### src/rtl/telemetry_pkg.sv
// -----------------------------------------------------------------------------
// telemetry_pkg
// Shared definitions for the telemetry packetizer: framing constants, the
// packetizer state type and the packet-length helper.
// Optional feature macro: TELEMETRY_CHECKSUM_EN (appends a checksum byte).
// -----------------------------------------------------------------------------
package telemetry_pkg;

    localparam logic [7:0] SYNC_BYTE       = 8'hA5;
    localparam int         BYTES_PER_FIELD = 3;

`ifdef TELEMETRY_CHECKSUM_EN
    localparam bit CSUM_EN = 1'b1;
`else
    localparam bit CSUM_EN = 1'b0;
`endif

    typedef enum logic [2:0] {
        ST_IDLE,
        ST_LOAD,
        ST_EMIT,
        ST_GUARD,
        ST_WAIT_TX,
        ST_DONE
    } state_t;

    // Sync + sequence + field bytes (+ checksum).
    function automatic int packet_len(input int num_fields, input bit csum_en);
        return 2 + BYTES_PER_FIELD * num_fields + (csum_en ? 1 : 0);
    endfunction

endpackage

### src/rtl/telemetry_byte_issuer.sv
// -----------------------------------------------------------------------------
// telemetry_byte_issuer
// Hands one byte at a time to the serial transmitter. A byte offered with
// i_valid is accepted only when the transmitter is idle, flow control is open
// and no strobe is already in flight; acceptance registers the byte and
// raises a one-cycle new_tx_data strobe.
// Ports:
//   clk, rst_n       clock, asynchronous active-low reset
//   i_valid, i_byte  byte offered by the packetizer
//   i_tx_busy        transmitter busy
//   i_tx_block       downstream flow control
//   o_accepted       byte taken this cycle (combinational)
//   o_tx_data        registered byte to the transmitter
//   o_new_tx_data    registered one-cycle strobe
// -----------------------------------------------------------------------------
module telemetry_byte_issuer (
    input  logic       clk,
    input  logic       rst_n,
    input  logic       i_valid,
    input  logic [7:0] i_byte,
    input  logic       i_tx_busy,
    input  logic       i_tx_block,
    output logic       o_accepted,
    output logic [7:0] o_tx_data,
    output logic       o_new_tx_data
);

    logic [7:0] r_tx_data;
    logic       r_new_tx_data;
    logic       w_accepted;

    // Refusing while the previous strobe is still high keeps strobes from
    // ever landing on consecutive cycles.
    assign w_accepted = i_valid && !i_tx_busy && !i_tx_block && !r_new_tx_data;

    // NOTE: sequential state uses non-blocking assignments so every register
    // samples the pre-edge values of its neighbours, independent of block order.
    always_ff @(posedge clk or negedge rst_n) begin
        if (!rst_n) begin
            r_tx_data     <= 8'h00;
            r_new_tx_data <= 1'b0;
        end else begin
            r_new_tx_data <= w_accepted;
            if (w_accepted) begin
                r_tx_data <= i_byte;
            end
        end
    end

    assign o_accepted    = w_accepted;
    assign o_tx_data     = r_tx_data;
    assign o_new_tx_data = r_new_tx_data;

endmodule

### src/rtl/telemetry_packetizer.sv
// -----------------------------------------------------------------------------
// telemetry_packetizer
// Frames one snapshot of NUM_FIELDS sensor fields into a byte packet
// (0xA5, seq, fields MSB first as 3 bytes each, optional checksum) and
// streams it into the serial transmitter through telemetry_byte_issuer.
// Optional feature macro: TELEMETRY_CHECKSUM_EN. When defined, a byte equal
// to the two's complement of the running sum is appended so that all packet
// bytes sum to 0x00; when undefined the accumulator is not built.
// Ports:
//   clk, rst_n      clock, asynchronous active-low reset
//   i_start         one-cycle packet request (ignored while busy)
//   o_busy          packet in progress
//   o_done          one-cycle pulse after the last byte is accepted
//   o_overrun       one-cycle pulse when i_start arrives while busy
//   o_seq           sequence number of the next packet
//   o_field_sel     field read select
//   i_field_data    field value, combinational from o_field_sel
//   o_tx_data       byte to transmit
//   o_new_tx_data   one-cycle strobe, o_tx_data valid
//   i_tx_busy       transmitter busy
//   i_tx_block      downstream flow control
// -----------------------------------------------------------------------------
module telemetry_packetizer
    import telemetry_pkg::*;
#(
    parameter int NUM_FIELDS = 8,
    parameter int FIELD_W    = 20,
    parameter int SEL_W      = 4
) (
    input  logic               clk,
    input  logic               rst_n,
    input  logic               i_start,
    output logic               o_busy,
    output logic               o_done,
    output logic               o_overrun,
    output logic [7:0]         o_seq,
    output logic [SEL_W-1:0]   o_field_sel,
    input  logic [FIELD_W-1:0] i_field_data,
    output logic [7:0]         o_tx_data,
    output logic               o_new_tx_data,
    input  logic               i_tx_busy,
    input  logic               i_tx_block
);

    localparam int CNT_W = $clog2(packet_len(NUM_FIELDS, CSUM_EN) + 1);

    // Byte positions within the packet, as counted by r_byte_idx.
    localparam logic [CNT_W-1:0] IDX_SYNC      = CNT_W'(0);
    localparam logic [CNT_W-1:0] IDX_SEQ       = CNT_W'(1);
    localparam logic [CNT_W-1:0] IDX_FIELD0    = CNT_W'(2);
    localparam logic [CNT_W-1:0] IDX_FIELD_END = CNT_W'(2 + BYTES_PER_FIELD * NUM_FIELDS);
    localparam logic [CNT_W-1:0] IDX_LAST      = CNT_W'(packet_len(NUM_FIELDS, CSUM_EN));
    localparam logic [1:0]       SUB_LAST      = 2'(BYTES_PER_FIELD - 1);

    state_t             r_state;
    state_t             w_state_next;
    logic [7:0]         r_seq;
    logic [CNT_W-1:0]   r_byte_idx;   // bytes accepted so far in this packet
    logic [1:0]         r_sub;        // byte position within the current field
    logic [SEL_W-1:0]   r_field_sel;
    logic [23:0]        r_shift;
    logic               r_overrun;

    logic               w_in_fields;
    logic               w_valid;
    logic               w_accepted;
    logic [7:0]         w_byte;
    logic [7:0]         w_csum_byte;

    assign w_in_fields = (r_byte_idx >= IDX_FIELD0) && (r_byte_idx < IDX_FIELD_END);
    assign w_valid     = (r_state == ST_EMIT);

    always_ff @(posedge clk or negedge rst_n) begin
        if (!rst_n) begin
            r_state <= ST_IDLE;
        end else begin
            r_state <= w_state_next;
        end
    end

    // NOTE: next state defaults to the current state before the case, so no
    // path through this block leaves it unassigned and no latch is inferred.
    always_comb begin
        w_state_next = r_state;
        case (r_state)
            ST_IDLE:    if (i_start) w_state_next = ST_EMIT;
            ST_LOAD:    w_state_next = ST_EMIT;
            ST_EMIT:    if (w_accepted) w_state_next = ST_GUARD;
            // The transmitter raises busy only one cycle after the strobe.
            ST_GUARD:   w_state_next = ST_WAIT_TX;
            ST_WAIT_TX: begin
                if (!i_tx_busy) begin
                    if (r_byte_idx == IDX_LAST) begin
                        w_state_next = ST_DONE;
                    end else if (w_in_fields && (r_sub == 2'd0)) begin
                        w_state_next = ST_LOAD;
                    end else begin
                        w_state_next = ST_EMIT;
                    end
                end
            end
            ST_DONE:    w_state_next = ST_IDLE;
            default:    w_state_next = ST_IDLE;
        endcase
    end

    // Byte offered in EMIT; past the field bytes only the checksum remains.
    always_comb begin
        w_byte = w_csum_byte;
        if (r_byte_idx == IDX_SYNC) begin
            w_byte = SYNC_BYTE;
        end else if (r_byte_idx == IDX_SEQ) begin
            w_byte = r_seq;
        end else if (w_in_fields) begin
            w_byte = r_shift[23:16];
        end
    end

    // r_seq is only written in DONE, so it stays latched for the whole packet.
    always_ff @(posedge clk or negedge rst_n) begin
        if (!rst_n) begin
            r_seq       <= 8'h00;
            r_byte_idx  <= '0;
            r_sub       <= 2'd0;
            r_field_sel <= '0;
            r_shift     <= 24'h000000;
            r_overrun   <= 1'b0;
        end else begin
            r_overrun <= i_start && (r_state != ST_IDLE);
            case (r_state)
                ST_IDLE: begin
                    if (i_start) begin
                        r_byte_idx <= '0;
                        r_sub      <= 2'd0;
                    end
                end
                ST_LOAD: r_shift <= 24'(i_field_data);
                ST_EMIT: begin
                    if (w_accepted) begin
                        r_byte_idx <= r_byte_idx + CNT_W'(1);
                        if (w_in_fields) begin
                            r_shift <= {r_shift[15:0], 8'h00};
                            r_sub   <= (r_sub == SUB_LAST) ? 2'd0 : r_sub + 2'd1;
                        end
                    end
                end
                ST_WAIT_TX: begin
                    // Select the field before LOAD so its data is stable there.
                    if (w_state_next == ST_LOAD) begin
                        r_field_sel <= (r_byte_idx == IDX_FIELD0) ? '0
                                                                  : r_field_sel + SEL_W'(1);
                    end
                end
                ST_DONE: begin
                    r_seq       <= r_seq + 8'd1;
                    r_field_sel <= '0;
                end
                default: ;
            endcase
        end
    end

`ifdef TELEMETRY_CHECKSUM_EN
    logic [7:0] r_csum;

    // The checksum byte itself is also added, which returns the sum to 0x00.
    always_ff @(posedge clk or negedge rst_n) begin
        if (!rst_n) begin
            r_csum <= 8'h00;
        end else if ((r_state == ST_IDLE) && i_start) begin
            r_csum <= 8'h00;
        end else if (w_accepted) begin
            r_csum <= r_csum + w_byte;
        end
    end

    assign w_csum_byte = ~r_csum + 8'd1;
`else
    assign w_csum_byte = 8'h00;
`endif

    telemetry_byte_issuer u_issuer (
        .clk           (clk),
        .rst_n         (rst_n),
        .i_valid       (w_valid),
        .i_byte        (w_byte),
        .i_tx_busy     (i_tx_busy),
        .i_tx_block    (i_tx_block),
        .o_accepted    (w_accepted),
        .o_tx_data     (o_tx_data),
        .o_new_tx_data (o_new_tx_data)
    );

    assign o_busy      = (r_state != ST_IDLE);
    assign o_done      = (r_state == ST_DONE);
    assign o_overrun   = r_overrun;
    assign o_seq       = r_seq;
    assign o_field_sel = r_field_sel;

endmodule

### config.mk
export PLATFORM = sky130hd
export DESIGN_NAME = telemetry_packetizer
export DESIGN_NICKNAME = d
export VERILOG_FILES = /design/src/rtl/telemetry_pkg.sv /design/src/rtl/telemetry_byte_issuer.sv /design/src/rtl/telemetry_packetizer.sv
export SDC_FILE = /design/constraint.sdc
export NUM_CORES = 1
export LEC_CHECK = 0
export ABC_AREA = 1
export ABC_CLOCK_PERIOD_IN_PS = 2200
export BUFFER_PORTS_ARGS = -buffer_cell sky130_fd_sc_hd__buf_4
export CORE_ASPECT_RATIO = 0.9
export CORE_MARGIN = 8
export CORE_UTILIZATION = 25
export CTS_CLUSTER_DIAMETER = 200
export DETAILED_ROUTE_END_ITERATION = 6
export SETUP_SLACK_MARGIN = 0.05
export SYNTH_ARGS = -nofsm -noshare
export SYNTH_HDL_FRONTEND = slang
export SYNTH_SLANG_ARGS = --single-unit
export TNS_END_PERCENT = 30
### constraint.sdc
create_clock -name clk -period 2.2 [get_ports clk]
set_clock_uncertainty 0.05 [all_clocks]
set_input_delay 0.44 -clock clk [delete_from_list [all_inputs] [get_ports clk]]
set_output_delay 0.44 -clock clk [all_outputs]
set_load 0.1 [all_outputs]
==> run_results.csv, run 1 <==
group,metric,value,unit
worst_setup_path,crit_arrival,1370,ps
timing,post-route-period-util,0.843,
timing,relSlewSlack,0.516,
placed_design,pre_cts_ws,340,ps
placed_design,dp_hpwl,4800,um
worst_setup_path,cp-end-kind,"output port",
hold_path,hold_path.class,"in -> async",
floorplanning,start_util,0.255,
logic_synthesis,synth_edf_count,0,
clock_tree,clockBufferDepth,2,
worst_setup_path,cpMostUsedCell,"inv_1",
clock_tree,cts_htree_levels,2,
worst_setup_path,critical_path_class,"reg -> out",
logic_synthesis,yosys_warnings,0,
logic_synthesis,netlist_instances,308,
clock_tree,cts_sinks,56,
worst_setup_path,cp_cell_sequence,"inv_1 > nand2_1 > nor2_1 > inv_1 > buf_4",
timing,fin_ws,344,ps
route,vias,2228,
clock_tree,post_cts_resized,0,
floorplanning,dieHeight,115,um
route,routed_wl,6480,um
logic_synthesis,ys_async_sr_fraction,1.00,
route,postRouteAntennaNets,0,
placed_design,gp_congestion,0.831,
floorplanning,core.rowCount,36,
logic_synthesis,ys_seq_area_frac,0.511,
worst_setup_path,ff2ff_path_depth,11,
logic_synthesis,synth_cell_types,35,
run_status,status,"finished clean",
power,power.total,4.32,mW
timing,report.final.slew_viol_count,0,
finish,finalNonFillerCells,492,
power,ir_drop,0.000441,V
clock_tree,cts_buffers,5,
global_routing,grt_overflow,0,
floorplanning,coreArea,10800,sq um
route,vias_per_cell,4.53,
worst_setup_path,crit_fanout,3,
clock_tree,cts-root-buf,"clkbuf_16",
worst_setup_path,required,1710,ps
clock_tree,clk_pin_slew_worst_paths,70,ps
timing,fmax,539,MHz
logic_synthesis,ys_ff_latch,56,
timing,worst_pin_slew,726,ps
finish,final_nets,389,
finish,area.growth.synth_to_final,23.5,%
finish,antennaDiodeCount,0,
route,firstDrtPassIters,4,
floorplanning,io_pins,49,
logic_synthesis,netlist_area,2740,sq um
global_routing,grt_max_degree,57,
timing,period_minus_slack,1860,ps
clock_tree,hold_buffers,0,
power,p_per_area,1270,nW/um^2
worst_setup_path,cpMaxStageDelayCell,"dfrtp_1",
logic_synthesis,syn_area_per_cell,8.90,sq um
clock_tree,cts_tree,"built",
route,routedWlPerCell,13.2,um
placed_design,io_buffer_count,48,
timing,hold_violations,0,
global_routing,antenna_found_initial,0,
global_routing,track_usage,0.0913,
floorplanning,dieArea,14600,sq um
global_routing,grt_pass1_wl,10700,um
power,power.leakage,1.65,nW
clock_tree,clock_latency,300,ps
worst_setup_path,worst-r2r-setup-slack,420,ps
worst_setup_path,slowest_delay,400,ps
logic_synthesis,synth_ff_type,"dfrtp_1",
timing,setup_violations,0,
logic_synthesis,syn-num-nets,339,
global_routing,grt_pass1_vias,2152,
timing,hold-worst-slack,157,ps
route,drc_errors,0,
timing,rsz0062_at_grt,"no",
job,cap_violations,0,
placed_design,dpl.cell_count,484,
timing,finalSetupTns,0,ps
worst_setup_path,crit_path_start_kind,"flip-flop",
clock_tree,post_cts_buffers,0,
floorplanning,die_w,126,um
route,drt_iter0_drc,199,
finish,drive_gt1_frac,0.217,
flip-flops by register name, summed over array words and instances, names as in the netlist:
| signal | flops |
|---|---|
| o_field_sel | 4 |
| o_overrun | 1 |
| o_seq | 8 |
| r_byte_idx | 5 |
| r_shift | 24 |
| r_state | 3 |
| r_sub | 2 |
| u_issuer.o_new_tx_data | 1 |
| u_issuer.o_tx_data | 8 |
layer usage:
metal | GRT usage | wire [um]
met5 | 0 | 0
met4 | 0.0384 | 133
met3 | 0.0260 | 390
met2 | 0.143 | 2950
met1 | 0.116 | 3010
critical path, delay by kind of cell (launching register included):
| kind | cells | cell delay [ps] |
|---|---|---|
| buffers and inverters | 3 | 420 |
| AND/OR/NAND/NOR | 2 | 250 |
| flip-flops | 1 | 400 |
through the flow:
| step | area, sq um | utilization |
|---|---|---|
| floorplan | 2740 | - |
| global placement | 3240 | 0.301 |
| detailed placement | 3240 | 0.301 |
| CTS | 3390 | 0.315 |
| global route | 3390 | 0.315 |
| finish | 3390 | 0.315 |
path summary, 6_finish.rpt:
| check | to | start |
|---|---|---|
| worst max-delay path | o_busy | r_state[0] |
| worst min register to register | r_sub[1] | r_sub[1] |
| min in group clk | r_shift[0] | i_field_data[0] |
| max in group asynchronous | r_shift[1] | rst_n |
| worst min-delay path | u_issuer.o_new_tx_data | rst_n |
| worst max register to register | o_field_sel[3] | r_byte_idx[0] |
cell usage after synthesis (3+ instances only):
| cell type | number | area [sq um] |
|---|---|---|
| a22oi_1 | 3 | 22.5 |
| buf_2 | 3 | 15.0 |
| inv_2 | 4 | 15.0 |
| buf_6 | 3 | 33.8 |
| o22ai_1 | 4 | 25.0 |
| o21ai_0 | 14 | 70.1 |
| xor2_1 | 8 | 70.1 |
| ha_1 | 6 | 75.1 |
| nor2_1 | 27 | 101 |
| a21oi_1 | 5 | 25.0 |
| nand4_1 | 5 | 31.3 |
| inv_1 | 37 | 139 |
| o21ai_1 | 14 | 70.1 |
| nand2_1 | 59 | 221 |
| dfrtp_1 | 56 | 1400 |
| nand3_1 | 25 | 125 |
| o211ai_1 | 8 | 60.1 |
| a31oi_1 | 5 | 31.3 |
cell type report:
| type | count | area (sq um) |
|---|---|---|
| clock buffer | 5 | 125 |
| clock inverter | 3 | 27.5 |
| fill | 1118 | 7380 |
| inverter | 42 | 160 |
| multi-input combinational | 202 | 1120 |
| sequential | 56 | 1400 |
| tap | 133 | 166 |
| timing repair buffer | 51 | 383 |
report_power, final:
group | switching, mW | total, mW | internal (mW)
Sequential | 0.190 | 1.54 | 1.35
Combinational | 1.45 | 1.95 | 0.499
Clock | 0.395 | 0.828 | 0.433
Total | 2.04 | 4.32 | 2.28
cells by family (layout without fill, tap and decap cells):
family / Yosys count / count (layout) / synth area share
adders and majority gates: 6 / 6 / 0.0274
DFF: 56 / 56 / 0.511
muxes: 1 / 1 / 0.00411
xor gates and xnor gates: 9 / 9 / 0.0287
and+or+nand+nor: 130 / 130 / 0.230
AOI/OAI and AO/OA: 56 / 56 / 0.120
buffers and inverters: 50 / 101 / 0.0789
cell usage in the layout, fill, tap and decap left out, types with 2 or more instances in the layout:
cell and count:
o21ai_0 14, nor3_2 2, a21oi_1 5, o21ai_1 14, buf_4 51, o22ai_1 4
nor2_1 27, nand3_1 25, inv_2 4, clkbuf_16 5, nand2_1 59, xor2_1 8
a31oi_1 5, o211ai_1 8, dfrtp_1 56, ha_1 6, nand2_8 2, nand4_1 5
a22oi_1 3, a21oi_2 2, nor3_1 2, inv_1 37
No activity file was read; power rests on OpenSTA's default activity.
==> inputs of run 2 (changes only) <==
Settings changed: ABC_CLOCK_PERIOD_IN_PS 2200 to 1800.
Clock period 2.2 ns to 1.8 ns, I/O delays scaled along.
==> run_results.csv, run 2 (same netlist as run 1, synthesis figures left out) <==
group,metric,value,unit
run_status,status,"finished clean",
clock_tree,clockBufferDepth,2,
power,ir_drop,0.000510,V
power,power.total,5.70,mW
power,power.switching,2.61,mW
finish,largest_reg_flops,24,
worst_setup_path,worstReg2RegEnd,"o_field_sel[3]",
power,power.leakage,1.76,nW
timing,hold_violations,0,
clock_tree,cts_buffers,5,
clock_tree,cts_tree,"built",
worst_setup_path,timing.rr.start,"r_byte_idx[0]",
power,clkPwrFrac,0.202,
worst_setup_path,crit_buf_inv,3,
timing,setup_violations,0,
timing,fmax,586,MHz
global_routing,grt_pass1_wl,11000,um
finish,regArea,1410,sq um
hold_path,hold_path.class,"in -> reg",
placed_design,dp_hpwl,5230,um
clock_tree,clk_pin_slew_worst_paths,80,ps
finish,drive_gt1_frac,0.285,
placed_design,dpl.cell_count,491,
route,routedWlPerCell,13.9,um
worst_setup_path,slowest_delay,420,ps
worst_setup_path,cpMaxStageDelayCell,"dfrtp_1",
floorplanning,dieArea,14600,sq um
clock_tree,cts-root-buf,"clkbuf_16",
global_routing,grt_pass1_vias,2253,
power,p_int,3.09,mW
hold_path,hold_start,"i_field_data[0]",
route,drc_errors,0,
placed_design,io_buffer_count,48,
worst_setup_path,crit_fanout,5,
hold_path,hold_path_depth,3,
floorplanning,start_util,0.255,
finish,finalNonFillerCells,509,
finish,top_register,"r_shift",
finish,antennaDiodeCount,0,
clock_tree,cts_sinks,56,
finish,area.growth.synth_to_final,32.1,%
clock_tree,clock_latency,290,ps
power,combinationalPowerShare,0.465,
finish,final_common_cell,"buf_4",
timing,worst_pin_slew,331,ps
power,seqPwrFrac,0.333,
hold_path,min_to,"r_shift[0]",
worst_setup_path,critical_path_class,"reg -> out",
placed_design,gp_congestion,0.836,
worst_setup_path,ff2ff_path_depth,11,
global_routing,antenna_found_initial,0,
floorplanning,die_w,126,um
worst_setup_path,cp_cell_sequence,"inv_2 > nand3_2 > inv_1 > buf_8",
worst_setup_path,crit_family,"buffers and inverters",
worst_setup_path,cp.depth,4,
worst_setup_path,required,1390,ps
floorplanning,io_pins,49,
route,drt_iter0_drc,150,
timing,finalSetupTns,0,ps
route,routed_wl,7060,um
global_routing,track_usage,0.0951,
job,cap_violations,0,
worst_setup_path,cp-end-kind,"output port",
route,postRouteAntennaNets,0,
finish,multiInputGateArea,1180,sq um
timing,post-route-period-util,0.949,
floorplanning,coreArea,10800,sq um
timing,hold-worst-slack,211,ps
timing,relSlewSlack,0.777,
clock_tree,cts_htree_levels,2,
floorplanning,dieHeight,115,um
global_routing,grt_overflow,0,
timing,rsz0062_at_grt,"yes",
power,p_sw_frac,0.458,
global_routing,grt_max_degree,37,
finish,final_nets,406,
route,vias_per_cell,4.59,
floorplanning,core.rowCount,36,
worst_setup_path,worst-r2r-setup-slack,160,ps
worst_setup_path,crit_path_start_kind,"flip-flop",
timing,period_minus_slack,1710,ps
route,firstDrtPassIters,4,
route,vias,2334,
finish,final_cell_mix,"buf_4, nand2_1, dfrtp_1, inv_1, nor2_1",
timing,report.final.slew_viol_count,0,
finish,fillCellCount,1107,
worst_setup_path,crit_arrival,1300,ps
power,p_per_area,1570,nW/um^2
-- run 2: how the worst max path moves through the flow --
| stage | start | end |
|---|---|---|
| after floorplan | r_state[1] | o_done |
| after global placement | r_byte_idx[0] | o_field_sel[0] |
| after detailed placement | r_byte_idx[0] | o_field_sel[3] |
| after CTS | r_state[0] | o_busy |
| after global routing | r_byte_idx[0] | o_field_sel[3] |
| final | r_state[1] | o_done |
-- run 2: metal layers --
layer | part of all wire | track usage | vias to the layer above
met5 | 0 | 0 | -
met4 | 0.012 | 0.0352 | 0
met3 | 0.053 | 0.0287 | 4
met2 | 0.49 | 0.163 | 54
met1 | 0.45 | 0.111 | 1128
li1 | - | - | 1148
-- run 2: metrics by stage --
step | cell area (sq um) | setup slack, ps | util
final | 3620 | 92.3 | 0.337
after global routing | 3620 | 16.7 | 0.337
after CTS | 3510 | 16.8 | 0.326
after detailed placement | 3310 | 94.6 | 0.307
after global placement | 3310 | 137 | 0.307
after floorplan | 2750 | 45.4 | -
-- run 2: final cells by class --
cell class / count / share of cell area
multi-input combinational: 204 / 0.326
sequential: 56 / 0.389
tap: 133 / 0.0459
clock buffer: 5 / 0.0345
timing repair buffer: 66 / 0.146
clock inverter: 3 / 0.0138
inverter: 42 / 0.0442
-- run 2: what timing repair did --
item                       in CTS  in global routing
pin swaps                       0                  3
hold endpoints to repair       20                  0
hold buffers                    1                  0
resized for setup               5                 11
gates cloned                    0                  2
setup endpoints to repair       2                 21
setup buffers                   0                  7
-- run 2: power by group through the flow --
stage / combinational, mW / sequential, mW / clock (mW)
CTS: 2.51 / 1.90 / 1.19
global placement: 2.45 / 1.91 / 0
finish: 2.65 / 1.90 / 1.15
floorplan: 1.21 / 2.53 / 0
detailed placement: 2.49 / 1.91 / 0
global route: 2.88 / 1.94 / 1.24
-- run 2: worst min-delay path: stages --
cell and delay (ps):
buf_4 80, nand2_1 40, nand2_1 50
==> inputs of run 3 (changes only) <==
Settings changed: CELL_PAD_IN_SITES_DETAIL_PLACEMENT set to 1, CELL_PAD_IN_SITES_GLOBAL_PLACEMENT set to 2, PLACE_DENSITY_LB_ADDON set to 0.1.
==> run_results.csv, run 3 (same netlist as run 1, synthesis figures left out) <==
group,metric,value,unit
clock_tree,cts_htree_levels,2,
floorplanning,coreArea,10800,sq um
worst_setup_path,required,1390,ps
clock_tree,clk_pin_slew_worst_paths,70,ps
worst_setup_path,timing.rr.start,"r_state[2]",
power,combinationalPowerShare,0.461,
finish,drive_gt1_frac,0.275,
worst_setup_path,cpMaxStageDelayCell,"dfrtp_1",
power,p_sw_frac,0.450,
worst_setup_path,crit_arrival,1280,ps
worst_setup_path,cp-startpoint,"r_state[0]",
floorplanning,die_w,126,um
placed_design,dp_hpwl,6090,um
clock_tree,cts-root-buf,"clkbuf_16",
timing,report.final.slew_viol_count,0,
worst_setup_path,cp_cell_sequence,"inv_2 > nand2_2 > nor2_4 > inv_2 > buf_12",
route,postRouteAntennaNets,0,
route,vias,2298,
floorplanning,dieArea,14600,sq um
power,seqPwrFrac,0.324,
floorplanning,io_pins,49,
placed_design,io_buffer_count,48,
power,power.leakage,1.73,nW
finish,top_register,"r_shift",
timing,worst_pin_slew,353,ps
run_status,status,"finished clean",
floorplanning,dieHeight,115,um
clock_tree,cts_sinks,56,
finish,final_cell_mix,"buf_4, nand2_1, dfrtp_1, inv_1, nor2_1",
worst_setup_path,cp-end-kind,"output port",
route,drt_iter0_drc,88,
route,vias_per_cell,4.56,
floorplanning,core.rowCount,36,
route,routed_wl,7970,um
hold_path,hold_path.class,"in -> reg",
clock_tree,cts_tree,"built",
timing,setup_violations,0,
worst_setup_path,crit_buf_inv,3,
clock_tree,cts_buffers,5,
timing,fmax,593,MHz
timing,period_minus_slack,1690,ps
worst_setup_path,crit_fanout,3,
timing,hold_violations,0,
power,p_per_area,1620,nW/um^2
global_routing,antenna_found_initial,0,
power,p_int,3.22,mW
finish,largest_reg_flops,24,
route,routedWlPerCell,15.8,um
worst_setup_path,critical_path_class,"reg -> out",
power,ir_drop,0.000623,V
hold_path,hold_start,"i_field_data[2]",
worst_setup_path,crit_family,"flip-flops",
worst_setup_path,cpMostUsedCell,"inv_2",
timing,post-route-period-util,0.937,
job,cap_violations,0,
timing,rsz0062_at_grt,"yes",
route,firstDrtPassIters,4,
floorplanning,start_util,0.255,
finish,final_nets,401,
worst_setup_path,worst-r2r-setup-slack,170,ps
timing,hold-worst-slack,215,ps
global_routing,grt_max_degree,32,
worst_setup_path,crit_path_start_kind,"flip-flop",
placed_design,pre_cts_ws,42.6,ps
global_routing,grt_pass1_wl,13000,um
finish,final_common_cell,"buf_4",
power,power.switching,2.63,mW
global_routing,grt_overflow,0,
timing,relSlewSlack,0.762,
finish,antennaDiodeCount,0,
clock_tree,clock_latency,290,ps
global_routing,track_usage,0.113,
route,drc_errors,0,
worst_setup_path,slowest_delay,400,ps
placed_design,gp_congestion,0.744,
clock_tree,clockBufferDepth,2,
timing,fin_ws,113,ps
global_routing,grt_pass1_vias,2381,
finish,area.growth.synth_to_final,31.2,%
power,clkPwrFrac,0.215,
-- run 3: final cells by class --
type	count	area (sq um)
clock inverters	2	60.1
fillers	1260	7170
inverters	42	160
clock buffers	6	129
well taps	133	166
repair buffers	63	513
multi-input cells	202	1160
flip-flops and latches	56	1410
-- run 3: through the flow --
step                instances  utilization  total power [mW]  TNS (ps)  cell area [sq um]
CTS                       502        0.330              5.84         0               3550
floorplan                 308            -              3.74         0               2750
detailed placement        493        0.309              4.52         0               3320
finish                    504        0.334              5.84         0               3600
global route              504        0.334              6.20         0               3600
global placement          493        0.309              4.49     -11.1               3320
-- run 3: repair_timing --
| item | CTS | global route |
|---|---|---|
| hold endpoints to repair | 20 | 0 |
| pin swaps | 0 | 1 |
| hold buffers | 1 | 0 |
| resized for setup | 10 | 8 |
| setup buffers | 0 | 2 |
| endpoints found under the setup margin | 3 | 9 |
-- run 3: worst register-to-register path, stage by stage, from the launching register on --
cell and delay (ps):
dfrtp_2 470, inv_2 100, nand3_4 120, inv_2 110, nand2_4 90, inv_4 120
nand2_1 190, a21oi_1 170, o21ai_0 90
-- run 3: final timing paths --
kind | depth (start not counted) | endpoint
setup / recovery | 5 | o_busy
hold / removal | 3 | r_shift[2]
setup reg to reg | 8 | u_issuer.o_tx_data[2]
hold reg to reg | 1 | r_sub[1]
max in group asynchronous | 3 | r_shift[22]
min in group asynchronous | 2 | o_field_sel[2]
-- run 3: power by group through the flow --
stage	clock network, mW	registers [mW]	logic, mW
CTS	1.30	1.91	2.63
global placement	0	1.91	2.57
floorplan	0	2.53	1.21
global route	1.34	1.94	2.92
detailed placement	0	1.92	2.60
finish	1.26	1.89	2.69
-- run 3: per-layer routing --
layer	GRT usage	vias to the layer above	share of wire
met5	0	-	0
met4	0.0312	0	0.0098
met3	0.0315	8	0.045
met2	0.169	36	0.44
met1	0.155	1118	0.51
li1	-	1136	-
